===== src/rtl/instruction_fetch.sv =====
// Instruction fetch stage: issues instruction-memory reads, holds one fetched word for decode
// and follows branch redirects. Define FETCH_MISALIGN_CHECK_EN to trap misaligned redirect targets.
module instruction_fetch #(
    parameter logic [31:0] RESET_VECTOR = 32'h00000000
) (
    input  logic        clk,
    input  logic        rst_n,
    output logic        imem_req,
    output logic [31:0] imem_addr,
    input  logic        imem_ack,
    input  logic [31:0] imem_rdata,
    input  logic        redirect_valid,
    input  logic [31:0] redirect_pc,
    output logic [31:0] instr,
    output logic [31:0] instr_pc,
    output logic        instr_valid,
    input  logic        instr_ready,
    output logic        fetch_error
);

`ifdef FETCH_MISALIGN_CHECK_EN
    typedef enum logic [1:0] {FETCH, HOLD, DROP, ERR} state_t;
`else
    typedef enum logic [1:0] {FETCH, HOLD, DROP} state_t;
`endif

    state_t      state_q, state_d;
    logic [31:0] pc_q, pc_d;
    logic [31:0] reqAddr_q, reqAddr_d;
    logic [31:0] instr_q, instr_d;
    logic [31:0] instrPc_q, instrPc_d;
    logic        instrValid_q, instrValid_d;
    logic [31:0] redirTarget;

`ifdef FETCH_MISALIGN_CHECK_EN
    logic misaligned;
    logic errPend_q, errPend_d;

    assign misaligned  = (redirect_pc[1:0] != 2'b00);
    assign redirTarget = redirect_pc;
    assign fetch_error = (state_q == ERR);
`else
    assign redirTarget = redirect_pc & 32'hFFFF_FFFC;
    assign fetch_error = 1'b0;
`endif

    assign instr       = instr_q;
    assign instr_pc    = instrPc_q;
    assign instr_valid = instrValid_q;

    // The request is gated by rst_n so it drops the instant reset asserts, without waiting for an ack.
    always_comb begin
        imem_req  = 1'b0;
        imem_addr = 32'h0;
        if (rst_n) begin
            case (state_q)
                FETCH: begin
                    imem_req  = 1'b1;
                    imem_addr = pc_q;
                end
                DROP: begin
                    imem_req  = 1'b1;
                    imem_addr = reqAddr_q;
                end
                default: begin
                    imem_req  = 1'b0;
                    imem_addr = 32'h0;
                end
            endcase
        end
    end

    always_comb begin
        state_d      = state_q;
        pc_d         = pc_q;
        reqAddr_d    = reqAddr_q;
        instr_d      = instr_q;
        instrPc_d    = instrPc_q;
        instrValid_d = instrValid_q;
`ifdef FETCH_MISALIGN_CHECK_EN
        errPend_d    = errPend_q;
`endif
        case (state_q)
            FETCH: begin
                if (redirect_valid) begin
                    if (!imem_ack) begin
                        reqAddr_d = pc_q;
                        state_d   = DROP;
                    end
`ifdef FETCH_MISALIGN_CHECK_EN
                    if (misaligned) begin
                        if (imem_ack) begin
                            state_d = ERR;
                        end else begin
                            errPend_d = 1'b1;
                        end
                    end else begin
                        pc_d      = redirTarget;
                        errPend_d = 1'b0;
                    end
`else
                    pc_d = redirTarget;
`endif
                end else if (imem_ack) begin
                    instr_d      = imem_rdata;
                    instrPc_d    = pc_q;
                    pc_d         = pc_q + 32'd4;
                    instrValid_d = 1'b1;
                    state_d      = HOLD;
                end
            end
            HOLD: begin
                if (redirect_valid) begin
                    instrValid_d = 1'b0;
                    state_d      = FETCH;
`ifdef FETCH_MISALIGN_CHECK_EN
                    if (misaligned) begin
                        state_d = ERR;
                    end else begin
                        pc_d = redirTarget;
                    end
`else
                    pc_d = redirTarget;
`endif
                end else if (instr_ready) begin
                    instrValid_d = 1'b0;
                    state_d      = FETCH;
                end
            end
            DROP: begin
                // The stale request must still complete on the bus; its data is thrown away.
                if (redirect_valid) begin
`ifdef FETCH_MISALIGN_CHECK_EN
                    if (misaligned) begin
                        errPend_d = 1'b1;
                    end else begin
                        pc_d      = redirTarget;
                        errPend_d = 1'b0;
                    end
`else
                    pc_d = redirTarget;
`endif
                end
                if (imem_ack) begin
`ifdef FETCH_MISALIGN_CHECK_EN
                    state_d   = errPend_d ? ERR : FETCH;
                    errPend_d = 1'b0;
`else
                    state_d = FETCH;
`endif
                end
            end
`ifdef FETCH_MISALIGN_CHECK_EN
            ERR: begin
                if (redirect_valid && !misaligned) begin
                    pc_d    = redirTarget;
                    state_d = FETCH;
                end
            end
`endif
            default: begin
                state_d = FETCH;
            end
        endcase
    end

    always_ff @(posedge clk or negedge rst_n) begin
        if (!rst_n) begin
            state_q      <= FETCH;
            pc_q         <= RESET_VECTOR;
            reqAddr_q    <= 32'h0;
            instr_q      <= 32'h0;
            instrPc_q    <= 32'h0;
            instrValid_q <= 1'b0;
        end else begin
            state_q      <= state_d;
            pc_q         <= pc_d;
            reqAddr_q    <= reqAddr_d;
            instr_q      <= instr_d;
            instrPc_q    <= instrPc_d;
            instrValid_q <= instrValid_d;
        end
    end

`ifdef FETCH_MISALIGN_CHECK_EN
    always_ff @(posedge clk or negedge rst_n) begin
        if (!rst_n) begin
            errPend_q <= 1'b0;
        end else begin
            errPend_q <= errPend_d;
        end
    end
`endif

endmodule


===== config.mk =====
export PLATFORM = sky130hd
export DESIGN_NAME = instruction_fetch
export DESIGN_NICKNAME = d
export VERILOG_FILES = /design/src/rtl/instruction_fetch.sv
export SDC_FILE = /design/constraint.sdc
export NUM_CORES = 1
export LEC_CHECK = 0
export CORE_MARGIN = 2
export CORE_UTILIZATION = 60
export CTS_CLUSTER_SIZE = 12
export DETAILED_ROUTE_END_ITERATION = 8
export DONT_BUFFER_PORTS = 1
export HOLD_SLACK_MARGIN = 0.15
export PLACE_DENSITY = 0.73
export SYNTH_ARGS = -nofsm -noshare
export SYNTH_HDL_FRONTEND = slang
export SYNTH_SLANG_ARGS = --single-unit

===== constraint.sdc =====
create_clock -name clk -period 3.7 [get_ports clk]
set_clock_uncertainty 0.2 [all_clocks]
set_input_delay 0.555 -clock clk [delete_from_list [all_inputs] [get_ports clk]]
set_output_delay 0.555 -clock clk [all_outputs]
set_load 0.03 [all_outputs]

==> flow_metrics.tcl <==
set metrics [dict create \
    start_util_pct 61.20 \
    stdcell_count 780 \
    p_switching_w 0.003806 \
    wirelength_um 16660 \
    max_slew.worst_pin.slew_ns 0.9538 \
    pwr_density_cell_nw_per_um2 1086 \
    avgRoutedWirePerCell_um 21.36 \
    syn-mean-instance-area_um2 10.75 \
    area_growth_syn_to_layout_pct 23.18 \
    insertion_delay_ns 0.52 \
    cts_max_level 4 \
    num_rows 37 \
    antenna_found_initial 0 \
    synth-main-ff-cell "dfrtp_1" \
    place_area_um2 6439 \
    track_usage_pct 30.39 \
    hp-class "in -> reg" \
    cts_tree "done" \
    rsz0062_at_grt "false" \
    route.detailed.drc 0 \
    synth_warnings 0 \
    drive_gt1_share_pct 23.76 \
    setup_viol 0 \
    ys_types 53 \
    synth_commonest_cells "125 x dfrtp_1, 83 x mux2_2, 45 x clkbuf_1, 33 x nand2_1, 31 x nor2b_1" \
    combPwrFrac_pct 36.3 \
    min_from "imem_ack" \
    fill_cells 722 \
    status "finished, final reports clean" \
    switching_share_pct 45.65 \
    yosysTopAreaCellShare_pct 50.18 \
    die_height_um 105.9 \
    fin_area_um2 7679 \
    cts_made_buffers 17 \
    grt_pass1_wl_um 26480 \
    synth_edf_count 0 \
    core-area_um2 10180 \
    startpoint_type "flop" \
    die_w_um 105.9 \
    period_share_pct 89.03 \
    io_buffers 0 \
    relSlewSlack_pct 35.82 \
    drv_slew 0 \
    setup.worst_path.end_class "output port" \
    crit_fanout 35 \
    via_count 5055 \
    power_frac_seq_pct 42.2 \
    grt_max_degree 126 \
    synth.most_common_cell "dfrtp_1" \
    final_core_utilization_pct 75.39 \
    power.internal_w 0.004532 \
    drtAntennaViolNets 0 \
    cts.sinks 125 \
    numPlacedInstances 690 \
    design.die.area_um2 11220 \
    finalHoldWorstSlack_ns 0.1522 \
    clkPwrFrac_pct 21.5 \
    antenna_cells 0 \
    dr.pass1.iters 5 \
    fin_crit_ns 3.294 \
    postCtsSetupBuffers 0 \
    final_nets 705 \
    grt_pass1_vias 5091 \
    overflow 0 \
    clock-root-buffer "clkbuf_8" \
    cts.reportedPaths.clkPinSlew_ns 0.06 \
    synth-seq-cells 125 \
    worstSetupPathType "reg -> out" \
    postSynth.asyncResetShare_pct 100.0 \
    hold_viol_final 0 \
    drt-vias-per-instance 6.481 \
    place_congestion 0.8749 \
    reg2reg_from "state_q[0]" \
    clockBufferDepth 2 \
    synth_area_leaders "dfrtp_1 50%, mux2_2 15%, a22oi_1 3.6%" \
    vdd_drop_max_mv 0.6329 \
    drt_iter0_drc 341 \
    required_ns 2.94 \
    syn_inst 580 \
    finalSetupTns_ns 0 \
    startpoint "state_q[0]" \
    p_leak_nw 3.124 \
    netlist_area_um2 6233 \
    worstPathArrival_ns 2.54 \
    io_pins 168 \
    yosysTopAreaCell "dfrtp_1" \
    synth.yosys.seq_area_share_pct 50.18 \
    max_cap_viol_count 0 \
    dpl.hpwl_um 9929 \
    timing.fmax_mhz 303.6 \
]
layout by cell type (no fill, tap or decap), types with 5 or more instances in the layout:
cell type      Yosys  routed
mux2_2            83      83
o21ai_0           24      24
inv_1             10      10
dfrtp_1          125     125
nor4_1             9       9
a2bb2oi_1          7       7
and4_1             5       5
clkbuf_16          0      16
o22ai_1           10      10
nor2b_1           31      31
nand2_1           33      33
a211oi_1           5       5
nor2_1            15      14
nand4_1           18      18
a22oi_1           30      30
o32ai_1            7       7
nor3_1             5       5
buf_4              5      26
a21oi_1           22      21
conb_1             1       5
bufinv_16          0       5
or4_1              6       6
dlygate4sd3_1      0      58
nand3_1           22      21
logic make-up (layout without fill, tap and decap cells):
family          after synthesis  in the layout  synth area share (%)
simple gates                169            169                 15.32
compound gates              129            129                 14.05
flops                       125            125                 50.18
mux                          84             84                 15.15
buf+inv                      68            128                 4.436
fa+ha+maj                     4              4                0.8029
other cells                   1              5               0.06016
area by class of cell:
class	instances	area, um^2	share of cell area (%)
inverters	10	37.54	0.4888
well taps	136	170.2	2.216
repair buffers	87	843.3	10.98
multi-input cells	391	2868	37.35
clock inverters	13	214.0	2.786
flip-flops and latches	125	3128	40.74
clock buffers	18	417.9	5.442
state kept, by name, summed over array words and instances, names as in the netlist:
| signal | cells |
|---|---|
| instr_valid | 1 |
| instr | 32 |
| reqAddr_q | 30 |
| state_q | 2 |
| pc_q | 30 |
| instr_pc | 30 |
worst paths after layout:
kind | endpoint | slack (ns) | cells after the start
min in group asynchronous | instr_pc[29] | 0.49 | 2
max in group asynchronous | pc_q[23] | 2.37 | 2
min | instr_valid | 0.15 | 4
max | imem_addr[4] | 0.41 | 5
min reg2reg | reqAddr_q[26] | 0.29 | 2
max reg2reg | pc_q[31] | 0.73 | 6
power groups by stage:
stage                     Sequential [W]  Clock, W  Combinational, W
final                            0.00352   0.00180           0.00303
after global routing             0.00361   0.00186           0.00329
after CTS                        0.00350   0.00180           0.00300
after detailed placement         0.00352         0           0.00287
after global placement           0.00347         0           0.00279
after floorplan                  0.00317         0           0.00240
stage by stage:
step / total power (W) / worst slack, ns
2_1_floorplan: 0.005569 / 1.123
5_1_grt: 0.008757 / 0.2809
3_3_place_gp: 0.006261 / 0.9216
6_report: 0.008338 / 0.4059
3_5_place_dp: 0.006390 / 0.8403
4_1_cts: 0.008295 / 0.4568
metal layers:
layer | up-vias | global-route usage (%) | wire length, um
met3 | 37 | 6.806 | 1293
met5 | - | 0 | 0
met1 | 2508 | 39.30 | 6676
met2 | 263 | 50.55 | 8349
li1 | 2247 | - | -
met4 | 0 | 11.18 | 344
timing repair:
action	CTS	global route
resized for setup	0	0
hold endpoints to repair	182	0
hold buffers	59	0
worst max-delay path: stages (launching register included):
cell	delay [ns]
dfrtp_1	0.43
inv_1	0.12
ha_1	0.33
buf_4	0.44
a22oi_1	0.16
nor2b_1	0.52
Note: power is estimated with default switching activity, not from simulation.
